[src/rtl/oramPkg.sv]
// ============================================================================
// Module : oramPkg
// Brief  : Shared ORAM geometry, client request payload and client FSM states.
// Rev    : 1.0 - initial release
// ============================================================================
`default_nettype none

package oramPkg;

    // Block-number width and block size in bytes of the attached ORAM
    localparam int d = 8;
    localparam int a = 2;

    typedef struct packed {
        logic             write;
        logic [d-1:0]     addr;
        logic [8*a-1:0]   wdata;
    } oram_req_t;

    typedef enum logic [1:0] {
        IDLE = 2'd0,
        WAIT = 2'd1,
        RESP = 2'd2
    } client_state_e;

endpackage

`default_nettype wire

[src/rtl/oram_req_fifo.sv]
// ============================================================================
// Module : oram_req_fifo
// Brief  : Request FIFO with wrap-bit pointers; push and pop on the same edge.
// Rev    : 1.0 - initial release
// ============================================================================
`default_nettype none

module oram_req_fifo
    import oramPkg::*;
#(
    parameter int DEPTH = 4
) (
    input  logic      clk,
    input  logic      rst,
    input  logic      push,
    input  logic      pop,
    input  oram_req_t wdata,
    output oram_req_t rdata,
    output logic      full,
    output logic      empty
);

    localparam int AW = $clog2(DEPTH);

    logic [AW:0] r_wr_ptr;
    logic [AW:0] r_rd_ptr;
    oram_req_t   r_mem [DEPTH];

    always_ff @(posedge clk or posedge rst) begin
        if (rst) begin
            r_wr_ptr <= '0;
            r_rd_ptr <= '0;
        end else begin
            if (push) r_wr_ptr <= r_wr_ptr + 1'b1;
            if (pop)  r_rd_ptr <= r_rd_ptr + 1'b1;
        end
    end

    always_ff @(posedge clk) begin
        if (push) r_mem[r_wr_ptr[AW-1:0]] <= wdata;
    end

    // Wrap bits differ with equal index: writer is a full lap ahead
    assign full  = (r_wr_ptr[AW] != r_rd_ptr[AW]) &&
                   (r_wr_ptr[AW-1:0] == r_rd_ptr[AW-1:0]);
    assign empty = (r_wr_ptr == r_rd_ptr);
    assign rdata = r_mem[r_rd_ptr[AW-1:0]];

endmodule

`default_nettype wire

[src/rtl/oram_client.sv]
// ============================================================================
// Module : oram_client
// Brief  : Core-side ORAM initiator: queues commands, issues one at a time,
//          returns one response per command. ORAM_CLIENT_TIMEOUT_EN adds a
//          completion timeout reported on rsp_error.
// Rev    : 1.0 - initial release
// ============================================================================
`default_nettype none

module oram_client
    import oramPkg::*;
#(
    parameter int ADDR_W      = d,
    parameter int DATA_W      = 8*a,
    parameter int FIFO_DEPTH  = 4,
    parameter int TIMEOUT_CYC = 1024
) (
    input  logic              clk,
    input  logic              rst,
    input  logic              req_valid,
    output logic              req_ready,
    input  logic              req_write,
    input  logic [ADDR_W-1:0] req_addr,
    input  logic [DATA_W-1:0] req_wdata,
    output logic              rsp_valid,
    input  logic              rsp_ready,
    output logic              rsp_write,
    output logic [DATA_W-1:0] rsp_rdata,
    output logic              rsp_error,
    output logic              busy,
    output logic [ADDR_W-1:0] oram_block_num,
    output logic [DATA_W-1:0] oram_wvalue,
    output logic              oram_rw,
    output logic              oram_input_ready,
    input  logic [DATA_W-1:0] oram_rvalue,
    input  logic              oram_output_rdy
);

    localparam int CNT_W = $clog2(TIMEOUT_CYC + 1);

    client_state_e     r_state, w_state_n;
    logic [CNT_W-1:0]  r_cnt, w_cnt_n;
    logic [ADDR_W-1:0] w_blk_n;
    logic [DATA_W-1:0] w_wv_n, w_rdata_n;
    logic              w_rw_n, w_ir_n, w_rv_n, w_rwr_n;
    logic              w_push, w_pop, w_full, w_empty;
    oram_req_t         w_req, w_head;

    assign w_req  = '{write: req_write, addr: req_addr, wdata: req_wdata};
    assign w_push = req_valid && !w_full;

    oram_req_fifo #(.DEPTH(FIFO_DEPTH)) u_fifo (
        .clk   (clk),
        .rst   (rst),
        .push  (w_push),
        .pop   (w_pop),
        .wdata (w_req),
        .rdata (w_head),
        .full  (w_full),
        .empty (w_empty)
    );

`ifdef ORAM_CLIENT_TIMEOUT_EN
    localparam logic [CNT_W-1:0] c_TIMEOUT = CNT_W'(TIMEOUT_CYC);
    logic r_err, w_err_n;
    assign rsp_error = r_err;
`else
    assign rsp_error = 1'b0;
`endif

    always_ff @(posedge clk or posedge rst) begin
        if (rst) begin
            r_state          <= IDLE;
            r_cnt            <= '0;
            oram_block_num   <= '0;
            oram_wvalue      <= '0;
            oram_rw          <= 1'b0;
            oram_input_ready <= 1'b0;
            rsp_valid        <= 1'b0;
            rsp_write        <= 1'b0;
            rsp_rdata        <= '0;
`ifdef ORAM_CLIENT_TIMEOUT_EN
            r_err            <= 1'b0;
`endif
        end else begin
            r_state          <= w_state_n;
            r_cnt            <= w_cnt_n;
            oram_block_num   <= w_blk_n;
            oram_wvalue      <= w_wv_n;
            oram_rw          <= w_rw_n;
            oram_input_ready <= w_ir_n;
            rsp_valid        <= w_rv_n;
            rsp_write        <= w_rwr_n;
            rsp_rdata        <= w_rdata_n;
`ifdef ORAM_CLIENT_TIMEOUT_EN
            r_err            <= w_err_n;
`endif
        end
    end

    always_comb begin
        w_state_n = r_state;
        w_cnt_n   = r_cnt;
        w_blk_n   = oram_block_num;
        w_wv_n    = oram_wvalue;
        w_rw_n    = oram_rw;
        w_ir_n    = 1'b0;
        w_rv_n    = rsp_valid;
        w_rwr_n   = rsp_write;
        w_rdata_n = rsp_rdata;
        w_pop     = 1'b0;
`ifdef ORAM_CLIENT_TIMEOUT_EN
        w_err_n   = r_err;
`endif
        case (r_state)
            IDLE: begin
                if (!w_empty && !rsp_valid) begin
                    w_blk_n   = w_head.addr;
                    w_wv_n    = w_head.wdata;
                    w_rw_n    = w_head.write;
                    w_ir_n    = 1'b1;
                    w_cnt_n   = '0;
                    w_pop     = 1'b1;
                    w_state_n = WAIT;
                end
            end
            WAIT: begin
`ifdef ORAM_CLIENT_TIMEOUT_EN
                w_cnt_n = (r_cnt == c_TIMEOUT) ? r_cnt : r_cnt + 1'b1;
`else
                w_cnt_n = (r_cnt == '0) ? CNT_W'(1) : r_cnt;
`endif
                // output_rdy on the first WAIT edge is still the previous command's
                if (r_cnt != '0 && oram_output_rdy) begin
                    w_rdata_n = oram_rw ? '0 : oram_rvalue;
                    w_rwr_n   = oram_rw;
                    w_rv_n    = 1'b1;
                    w_state_n = RESP;
                end
`ifdef ORAM_CLIENT_TIMEOUT_EN
                else if (r_cnt == c_TIMEOUT) begin
                    w_rdata_n = '0;
                    w_rwr_n   = oram_rw;
                    w_rv_n    = 1'b1;
                    w_err_n   = 1'b1;
                    w_state_n = RESP;
                end
`endif
            end
            RESP: begin
                if (rsp_valid && rsp_ready) begin
                    w_rv_n    = 1'b0;
`ifdef ORAM_CLIENT_TIMEOUT_EN
                    w_err_n   = 1'b0;
`endif
                    w_state_n = IDLE;
                end
            end
            default: w_state_n = IDLE;
        endcase
    end

    assign req_ready = !w_full;
    assign busy      = !w_empty || (r_state != IDLE);

endmodule

`default_nettype wire

[config.mk]
export PLATFORM = sky130hd
export DESIGN_NAME = oram_client
export DESIGN_NICKNAME = d
export VERILOG_FILES = /design/src/rtl/oramPkg.sv /design/src/rtl/oram_req_fifo.sv /design/src/rtl/oram_client.sv
export SDC_FILE = /design/constraint.sdc
export NUM_CORES = 1
export LEC_CHECK = 0
export CAP_MARGIN = 25
export CORE_MARGIN = 2
export CORE_UTILIZATION = 40
export DETAILED_ROUTE_END_ITERATION = 12
export GPL_ROUTABILITY_DRIVEN = 1
export PLACE_DENSITY = 0.71
export SYNTH_ARGS = -nofsm -noshare
export SYNTH_HDL_FRONTEND = slang
export SYNTH_SLANG_ARGS = --single-unit
[constraint.sdc]
create_clock -name clk -period 4.55 [get_ports clk]
set_input_delay 0.455 -clock clk [delete_from_list [all_inputs] [get_ports clk]]
set_output_delay 0.455 -clock clk [all_outputs]
set_load 0.05 [all_outputs]
# Word-level counts from Yosys, hierarchy flattened
# Memories as Yosys holds them, arrays and structs flattened. A register that Yosys moved wholly into a read port is not among the register bits.
# Cells that the tools add are included.
dict set report totals {
  elab_cells 55
  inputBits 46
  output_inout_bits 47
  ff_bits 38
  mem_bits_rw 100
  n_memories 1
}
# memory depth word_bits rd rd_clocked_by_memory_dff wr line_no
set memory_table {}
lappend memory_table {u_fifo.r_mem 4 25 1 1 1 oram_req_fifo.sv:27} ;# oram_req_t r_mem [DEPTH];
dict set report classes {
  n_eq_ne 9
  reduce_logical 20
  addsub 2
  mux 15
}
# operator count
set ops {}
lappend ops {{two-way mux 11 bit} 2}
lappend ops {{case mux 11 bit (2 select lines)} 1}
lappend ops {{two-way mux 16 bit} 1}
lappend ops {{logical NOT 11 bit} 1}
lappend ops {{nonzero test 11 bit} 1}
lappend ops {{AND reduction 3 bit} 3}
lappend ops {{!= test 2 bit, second input constant} 4}
lappend ops {{adder 3 x 1 -> 3 bit, second input constant} 2}
lappend ops {{two-way mux 1 bit} 6}
lappend ops {{two-way mux 2 bit} 3}
lappend ops {{case mux 2 bit (3 select lines)} 1}
lappend ops {{nonzero test 2 bit} 3}
lappend ops {{logical AND 1 bit} 5}
lappend ops {{AND reduction 2 bit} 2}
lappend ops {{== test 3 bit} 1}
lappend ops {{logical NOT 1 bit} 3}
lappend ops {{== test 2 x 1 -> 1 bit, second input constant} 1}
lappend ops {{== test 2 bit} 1}
lappend ops {{== test 2 bit, second input constant} 1}
lappend ops {{logical NOT 2 bit} 1}
lappend ops {{case mux 1 bit (2 select lines)} 1}
lappend ops {{logical OR 1 bit} 1}
lappend ops {{!= test 1 bit} 1}

# Longest topological paths before layout
dict set report depth {
  ltp_word 6
  depth_mapped 5
  ltp_nobuf 4
}

# By module
# From an unflattened synthesis, not the netlist that was laid out.
dict set report unflattened {
  cells_unflattened 290
  hier_area_um2 5914.4
}
# module seq_area_each_um2 cells_per_inst n_inst area_per_inst_um2
set by_module_without_submodules {}
lappend by_module_without_submodules {oram_req_fifo 3153.0 162 1 4005.1}
lappend by_module_without_submodules {oram_client 1176.1 128 1 1909.3}

# Worst setup path after synthesis
# Ideal clock, no wire load.
dict set report synth_path {
  path_kind {register to register}
  start {register u_fifo.r_rd_ptr[1]}
  end {memory u_fifo.r_mem[3][0] (netlist bit), enable pin}
  arrival_ns 2.248
  period_less_slack_ns 2.674
  setup_ns 0.426
  stages_incl_launch_ff 4
  setup_slack_ns 1.876
  path_cell_list {dfrtp_1 buf_2 xnor2_2 a31oi_1}
}
dict set report synth_via {
  elab_chain_len 6
}
# element line_no
set synth_lines {}
lappend synth_lines {{start: declaration} oram_req_fifo.sv:26} ;# logic [AW:0] r_rd_ptr;
lappend synth_lines {{start signal: assignment} oram_req_fifo.sv:35} ;# if (pop) r_rd_ptr <= r_rd_ptr + 1'b1;
lappend synth_lines {{== test 2 bit} oram_req_fifo.sv:45} ;# (r_wr_ptr[AW-1:0] == r_rd_ptr[AW-1:0]);
lappend synth_lines {{logical AND 1 bit} oram_req_fifo.sv:44} ;# assign full = (r_wr_ptr[AW] != r_rd_ptr[AW]) &&
lappend synth_lines {{logical NOT 1 bit} oram_client.sv:50} ;# assign w_push = req_valid && !w_full;
lappend synth_lines {{logical AND 1 bit} oram_client.sv:50}
lappend synth_lines {{two-way mux 1 bit} oram_req_fifo.sv:40} ;# if (push) r_mem[r_wr_ptr[AW-1:0]] <= wdata;
lappend synth_lines {{two-way mux 1 bit (not written as such)} oram_req_fifo.sv:40}
lappend synth_lines {{end: declaration} oram_req_fifo.sv:27}
# No other way between the ends.

# Worst setup path after layout
dict set report layout_path {
  start {register u_fifo.r_rd_ptr[1]}
  end {output port busy}
}
dict set report layout_via {
  elab_chain_len 3
}
# element line_no
set layout_lines {}
lappend layout_lines {{== test 3 bit} oram_req_fifo.sv:46} ;# assign empty = (r_wr_ptr == r_rd_ptr);
lappend layout_lines {{logical NOT 1 bit} oram_client.sv:164} ;# assign busy = !w_empty || (r_state != IDLE);
lappend layout_lines {{logical OR 1 bit} oram_client.sv:164}
lappend layout_lines {{end: declaration} oram_client.sv:30} ;# output logic busy,
# No other way between the ends.

==> results.toml <==
[synth]
syn_area_per_cell_um2 = 19.1
synth_most_common_cell = "edfxtp_1"
yosys.area.top_type_share_pct = 50.1
synth_flop_cell = "edfxtp_1"
syn-cell-area_mm2 = 0.00599
synthCells = 314
synth_cell_type_count = 34
synth_common_cells = "edfxtp_1 (100), dfrtp_1 (53), mux4_2 (23)"
synth_nets = 365
async_flop_share_pct = 34.6
synth-seq-cells = 153
synth_edf_count = 100
ys_seq_area_share_pct = 72.3
synth_area_leaders = "edfxtp_1 (50%), dfrtp_1 (22%), mux4_2 (8.6%), mux2_4 (4.5%), mux2_2 (1.9%)"
yosysWarningCount = 0
synth_top_area_cell = "edfxtp_1"

[pwr]
p_sw_mw = 2.20
p_sw_share_pct = 36.5
combPwrFrac_pct = 42.1
pwr-share-clk_pct = 22.1
p_leak_nw = 2.83
vdd_drop_max_mv = 0.466
p_int_mw = 3.82
power_density_mw_per_mm2 = 776
p_seq_share_pct = 35.8

[clock_network]
cts.path.max_buffers = 2
htree_levels = 4
cts_num_sinks = 153
cts_tree = "built"
postCtsSetupRepairBufs = 0
clk_pin_slew_worst_paths_ns = 0.06
cts_resized = 0
root_buffer = "clkbuf_16"
cts_buffers = 17
insertion_delay_ns = 0.41
cts_hold_buf = 0

[setup_path]
critical_path.max_fanout = 29
r2r_slack_ns = 2.13
crit_path_start_kind = "flip-flop"
r2r-end = "u_fifo.r_mem[2][23]"
r2r-start = "u_fifo.r_rd_ptr[1]"
critPathKind = "reg2out"
endpoint_kind = "output pin"
worst-endpoint-arrival_ns = 2.39
worstPathRequired_ns = 4.09
reg2reg_depth = 5

[final_layout]
n_antenna_cell = 0
drive_gt1_share_pct = 22.7
final.fill_count = 1131
nets = 470
fin_util_pct = 53.2
synthToLayoutAreaGrowth_pct = 29.6
fin_cells = 616

[placed_design]
placement.io_buffers = 91
dpl.hpwl_um = 7170
gp_congestion = 0.750
dp.cells = 583

[timing]
fmax_ghz = 0.351
clock_skew_ns = 0.00630
slew_headroom_pct = 51.8
drv_slew = 0
fin_crit_sh_pct = 62.6
rsz0062_at_grt = "no"
setup-tns-final_ns = 0
setup_violations = 0
finalHoldViolCount = 0
post-route-min-period_ns = 2.85
tightest_slew_ns = 0.723

[floorplanning]
rows = 44
die_x_um = 126
dieArea_mm2 = 0.0160
pin_count = 93
die_h_um = 126
core-area_mm2 = 0.0146
start_util_pct = 41.1

[grt]
grt_overflow_total = 0
grt_pass1_vias = 3290
grt_pass1_wl_um = 17500
grt_max_degree = 35
antenna_found_initial = 0
grt_use_total_pct = 14.5

[route]
vias_per_cell = 4.99
wl_um = 11000
route.detailed.drc = 0
dr_total_vias = 3074
ant_nets = 0
drt_iter0_drc = 244
post_drt_wl_per_cell_um = 17.8
drt-pass1-iter-count = 4

[worst_hold_path]
hp-class = "in2async"

[outcome]
status = "complete, no violations"

[run]
drv_cap = 0
## area by class of cell
class	count	area (um^2)	share of cell area [%]
Clock buffer	19	453	5.84
Clock inverter	13	119	1.53
Inverter	4	15.0	0.193
Multi-Input combinational cell	143	1560	20.1
Sequential cell	153	4330	55.8
Tap cell	184	230	2.97
Timing Repair Buffer	100	1050	13.6
## power groups by stage
stage               clock network [mW]  registers, mW  logic (mW)
floorplan                            0           2.75        1.23
global placement                     0           2.17        2.45
detailed placement                   0           2.18        2.55
CTS                               1.36           2.16        2.56
global route                      1.43           2.20        2.69
finish                            1.33           2.15        2.54
## metrics by stage
| stage | setup slack [ns] | area (um^2) | hold WS [ns] | power, mW |
|---|---|---|---|---|
| floorplan | 1.88 | 5990 | 0.486 | 3.98 |
| global placement | 1.90 | 7080 | 0.464 | 4.63 |
| detailed placement | 1.98 | 7160 | 0.472 | 4.73 |
| CTS | 1.66 | 7730 | 0.373 | 6.09 |
| global route | 1.55 | 7760 | 0.397 | 6.32 |
| finish | 1.70 | 7760 | 0.368 | 6.02 |
## routing by layer
metal | track usage, % | up-vias | wire [um]
li1 | - | 1404 | -
met5 | 0 | - | 0
met3 | 5.06 | 8 | 568
met2 | 22.5 | 104 | 5220
met4 | 4.07 | 0 | 68
met1 | 19.6 | 1558 | 5110
## critical path, stage by stage (launching register included)
cell	delay, ns
dfrtp_1	0.33
buf_4	0.37
xor2_1	0.26
nor2_1	0.10
nand3_1	0.09
clkdlybuf4s50_1	0.80
## sequential cells by signal (all words and copies together) (netlist names)
register,count
rsp_rdata,16
r_state,2
u_fifo.r_rd_ptr,3
oram_input_ready,1
rsp_valid,1
oram_wvalue,16
rsp_write,1
oram_block_num,8
u_fifo.r_wr_ptr,3
oram_rw,1
r_cnt,1
u_fifo.r_mem,100
## cell families (layout without fill, tap and decap cells)
group                      after synthesis  after routing  synth area share [%]
AOI/OAI and AO/OA                       25             25                  2.76
other                                    1              1                0.0626
xor gates and xnor gates                10             10                  1.71
muxes                                   53             53                  15.9
adders and majority gates                5              5                  1.04
buffers and inverters                   18            136                  1.94
DFF                                    153            153                  72.3
and+or+nand+nor                         49             49                  4.28
## worst max-delay path by stage
stage,from,end,slack (ns),cells past startpoint
2_1_floorplan,u_fifo.r_rd_ptr[1],u_fifo.r_mem[3][0],1.88,3
3_3_place_gp,u_fifo.r_rd_ptr[1],u_fifo.r_mem[0][11],1.90,4
3_5_place_dp,u_fifo.r_rd_ptr[0],u_fifo.r_mem[3][9],1.98,3
4_1_cts,u_fifo.r_rd_ptr[1],busy,1.66,5
5_1_grt,u_fifo.r_rd_ptr[1],busy,1.55,5
6_report,u_fifo.r_rd_ptr[1],busy,1.70,5
## cell usage in the layout (no fill, tap or decap), types with 2 or more instances in the layout
master	count
a311o_1	2
a31oi_4	2
and2_1	4
buf_16	3
buf_4	4
buf_8	2
clkbuf_16	17
clkbuf_8	2
clkdlybuf4s50_1	91
clkinvlp_4	6
dfrtp_1	52
edfxtp_1	100
ha_1	5
inv_1	3
inv_6	3
mux2_2	10
mux2_4	18
mux4_1	2
mux4_2	23
nand2_1	22
nand2b_1	16
nor2_1	2
o21ai_0	16
o31ai_1	2
xnor2_1	3
xnor2_2	2
xor2_1	5
(Power assumes the default switching activity.)
==> patch 1: new RTL, same flow settings <==
Take the reset off `oram_wvalue` and `rsp_rdata` and load them in a clocked block of their own.
--- a/src/rtl/oram_client.sv
+++ b/src/rtl/oram_client.sv
@@ -74,10 +74,8 @@
             r_cnt            <= '0;
             oram_block_num   <= '0;
-            oram_wvalue      <= '0;
             oram_rw          <= 1'b0;
             oram_input_ready <= 1'b0;
             rsp_valid        <= 1'b0;
             rsp_write        <= 1'b0;
-            rsp_rdata        <= '0;
 `ifdef ORAM_CLIENT_TIMEOUT_EN
             r_err            <= 1'b0;
@@ -87,14 +85,17 @@
             r_cnt            <= w_cnt_n;
             oram_block_num   <= w_blk_n;
-            oram_wvalue      <= w_wv_n;
             oram_rw          <= w_rw_n;
             oram_input_ready <= w_ir_n;
             rsp_valid        <= w_rv_n;
             rsp_write        <= w_rwr_n;
-            rsp_rdata        <= w_rdata_n;
 `ifdef ORAM_CLIENT_TIMEOUT_EN
             r_err            <= w_err_n;
 `endif
         end
+    end
+
+    always_ff @(posedge clk) begin
+        oram_wvalue <= w_wv_n;
+        rsp_rdata   <= w_rdata_n;
     end
 
Formal check against the unedited RTL: differs if rst is asserted again (counterexample within 4 cycles, from zero or initial values and one cycle with rst high); with rst held inactive, the same outputs for 10 cycles.
==> patch 1 against the unedited design <==
Cell area down 4.4%; sequential cell count is the same; routed wire length shrank 7.2%; combinational power decreased by 24%; clock skew down 0.00089 ns; area after synthesis decreased by 3.6%; power shrank 12%; worst setup slack gained 0.23 ns; highest routed layer unchanged.
==> patch 1: results (changes against the unedited design) <==
placement:
  place.detailed.hpwl_microns: 6450  # -10%
  dpl_worst_slack_ns: 2.13  # +0.146 ns
  placed_cell_area_sq_mm: 0.00688  # -3.9%
  routabilityCongestion: 0.690  # -8.0%
  place_inst: 526  # -9.8%
  portBuffers: 91  # unchanged
synthesis:
  yosys_warnings: 0  # unchanged
  avgSynthCellArea_sq_um: 22.0  # +15%
  synth.distinct_cells: 35  # +2.9%
  synth_nets: 314  # -14%
  synth_area_leaders: "edfxtp_1 69%, mux4_2 9.7%, dfrtp_1 9.1%"
  ys_seq_area_share_pct: 77.7  # +5.5 points
  async_flop_share_pct: 13.7  # -21 points
  synth-edff-count: 132  # +32%
  netlist_top_cells_count: "132 x edfxtp_1, 25 x mux4_2, 21 x dfrtp_1"
pwr:
  p_int_w: 0.00348  # -9.1%
  p_leak_nw: 2.55  # -10%
  ir_worst_vdd_mv: 0.332  # -29%
clocking:
  cts_made_buffers: 17  # unchanged
  cts_resized: 0  # unchanged
  path_clk_slew_ns: 0.06  # about the same
  cts_max_level: 4  # unchanged
  clk_latency_ns: 0.42
sta:
  finalClockSkew_ns: 0.00541  # -0.000895 ns
  tightest_slew_ns: 0.864  # +0.141 ns
  holdWs_ns: 0.510  # +0.142 ns
final_layout:
  drive_gt1_share_pct: 20.6  # -2.1 points
  largest_register_ffs: 100  # unchanged
  utilization_pct: 53.0  # -0.15 points
  fill_cells: 1099  # -2.8%
  nets: 417  # -11%
worst_setup_path:
  crit_arrival_ns: 2.16  # -0.23 ns
  worst-path-max-fanout: 5  # -83%
  rr_endpoint: "u_fifo.r_mem[1][2]"
  critical-path-top-delay-family: "buffers and inverters"
  ff2ff_path_depth: 4  # -1
  slowest_delay_ns: 0.74  # -0.06 ns
  crit_slowest_cell: "clkdlybuf4s50_1"
  ff2ff_setup_slack_ns: 2.20  # +0.07 ns
  r2r-start: "u_fifo.r_rd_ptr[0]"
global_route:
  antenna_found_initial: 0  # unchanged
  grt_pass1_vias: 2953  # -10%
  grt_start_max_net_pins: 29  # -17%
  gr-usage-all-layers_pct: 14.3  # -0.21 points
  grt_pass1_wl_microns: 15600  # -11%
hold_path:
  worstHoldPathType: "reg2reg"
  hold_path_depth: 1
  worstHoldStart: "rsp_write"
detailed_routing:
  drt_iter0_drc: 192  # -21%
  dr.pass1.iters: 4  # unchanged
  num_vias: 2781  # -9.5%
  drt-total-wl_microns: 10200  # -7.2%
  wl_per_cell_microns: 18.2  # +2.3%
status:
  outcome: "finished, final reports clean"
patch 1: cell types whose count changed in the layout (fill, tap and decap cells not counted), sizes merged, moves of 16 or more:
cell,change
nand2b,-16
nor2b,+16
edfxtp,+32
mux2,-16
nand2,-17
dfrtp,-32
patch 1: area by class of cell:
type,instances,share of cell area (%)
Clock buffer,18,5.78
Clock inverter,14,1.13
Inverter,5,0.253
Sequential cell,153,60.5
Tap cell,180,3.04
Timing Repair Buffer,95,13.2
Multi-Input combinational cell,94,16.1
patch 1: metal layers:
layer	global-route usage [%]	wire length, microns
met2	23.7	5030
met3	4.81	847
met4	6.88	207
met5	0	0
met1	16.6	4090
patch 1: how the worst max path moves through the flow:
stage                     slack (ns)                 end          startpoint  cells after the start
after floorplan                 1.88  u_fifo.r_mem[3][0]  u_fifo.r_rd_ptr[0]                      3
after global placement          2.19  u_fifo.r_mem[0][0]  u_fifo.r_rd_ptr[0]                      4
after detailed placement        2.13  u_fifo.r_mem[1][2]  u_fifo.r_rd_ptr[0]                      4
after CTS                       1.90                busy  u_fifo.r_wr_ptr[0]                      3
after global routing            1.85                busy  u_fifo.r_rd_ptr[2]                      3
final                           1.94                busy  u_fifo.r_wr_ptr[0]                      3
patch 1: cells by family after synthesis:
logic type / Yosys count / share of synthesized area (%)
DFF: 153 / 77.7
muxes: 38 / 12.8
and+or+nand+nor: 32 / 3.40
buffers and inverters: 16 / 1.97
xor gates and xnor gates: 10 / 1.78
AOI/OAI and AO/OA: 8 / 1.19
adders and majority gates: 5 / 1.08
other: 1 / 0.0649
patch 1: power groups by stage:
stage	logic, W	registers [W]	clock network, W
final	0.00193	0.00218	0.00121
after global routing	0.00205	0.00222	0.00130
after CTS	0.00195	0.00219	0.00124
after detailed placement	0.00194	0.00221	0
after global placement	0.00188	0.00219	0
after floorplan	0.000960	0.00261	0
==> patch 2: new RTL, same settings <==
Made on the original files. Build with the macro `ORAM_CLIENT_TIMEOUT_EN` defined.
--- a/src/rtl/oram_client.sv
+++ b/src/rtl/oram_client.sv
@@ -7,4 +7,6 @@
 // ============================================================================
 `default_nettype none
+
+`define ORAM_CLIENT_TIMEOUT_EN
 
 module oram_client
Check against the original RTL: same outputs for any inputs over 10 cycles, from zero or initial values and one cycle with rst high; that may be too few to reach the edited logic, so the function may still have changed.
==> patch 2 against the unedited design <==
Combinational power rose by 2%; sequential cell count up 11; cell area is 5.5% higher; area after synthesis rose by 7.3%; via count grew 14%; power grew 4.9%; die area increased by 7.1%; cell count rose by 12%; worst setup slack improved by 0.32 ns; critical path depth down 2; routed wire length increased by 10%; highest routed layer unchanged.
==> patch 2: results (changes against the unedited design) <==
placement:
  routabilityCongestion: 0.741  # -1.1%
pwr:
  p_sw_w: 0.00233  # +5.9%
  p_leak_nw: 3.04  # +7.3%
  p_seq_w: 0.00228  # +6%
  pg_comb_w: 0.00259  # +2%
final_layout:
  final_cell_count_no_fill: 687  # +12%
  nonClkBufAreaFrac_pct: 11.9  # -1.7 points
  nets: 511  # +8.7%
  drive_gt1_share_pct: 20.2  # -2.5 points
  multi_input_gates: 167  # +17%
  clock_buffers: 21  # +2
  regArea_sq_mm: 0.00461  # +6.4%
synthesis:
  ys_seq_elements: 164  # +7.2%
  synthAdderAreaFrac_pct: 1.36  # +0.32 points
  avgSynthCellArea_sq_um: 18.0  # -5.6%
  synth-xor-area-share_pct: 1.46  # -0.25 points
  synthMuxAreaShare_pct: 13.9  # -2.1 points
  synth_area_leaders: "edfxtp_1 47%, dfrtp_1 25%, mux4_2 8.8%"
  ys_seq_area_share_pct: 71.6  # -0.64 points
  netlist_top_cells_count: "100 x edfxtp_1, 64 x dfrtp_1, 25 x mux2_2, 25 x mux4_2, 18 x a22o_1"
worst_setup_path:
  ff2ff_path_depth: 4  # -1
  r2r-start: "u_fifo.r_wr_ptr[0]"
  crit_arrival_ns: 2.08  # -0.31 ns
  worst-path-max-fanout: 3  # -90%
detailed_routing:
  drt_iter0_drc: 304  # +25%
  m1WireLength_microns: 5610  # +9.8%
  avgViaCountPerCell: 5.08  # +1.8%
global_route:
  grt_pass1_vias: 3548  # +7.8%
  use_met2_pct: 22.8  # +0.33 points
  use_met3_pct: 4.40  # -0.66 points
  gr-usage-all-layers_pct: 15.4  # +0.90 points
  grt_start_max_net_pins: 37  # +5.7%
status:
  outcome: "finished, final reports clean"
-- patch 2: changes by cell type in the layout (fill, tap and decap cells not counted), sizes merged, moves of 3 or more --
cell / before / now
a22o: 1 / 18
nand2b: 16 / 3
dfrtp: 53 / 64
nand2: 22 / 15
nand3: 1 / 6
nor3: 0 / 5
a31oi: 2 / 6
clkinvlp: 6 / 2
inv: 7 / 11
o21ai: 16 / 12
and3: 0 / 3
nand4: 0 / 3
nor2: 2 / 5
-- patch 2: stage by stage --
| stage | power, W | hold slack, ns | utilization, % | setup slack [ns] | instance area [sq um] |
|---|---|---|---|---|---|
| after global placement | 0.00487 | 0.473 | 48.1 | 1.90 | 7590 |
| after CTS | 0.00640 | 0.479 | 51.9 | 1.98 | 8190 |
| after detailed placement | 0.00493 | 0.491 | 48.1 | 1.88 | 7590 |
| after global routing | 0.00665 | 0.515 | 51.9 | 1.88 | 8190 |
| final | 0.00632 | 0.470 | 51.9 | 2.02 | 8190 |
| after floorplan | 0.00414 | 0.498 | - | 2.35 | 6430 |
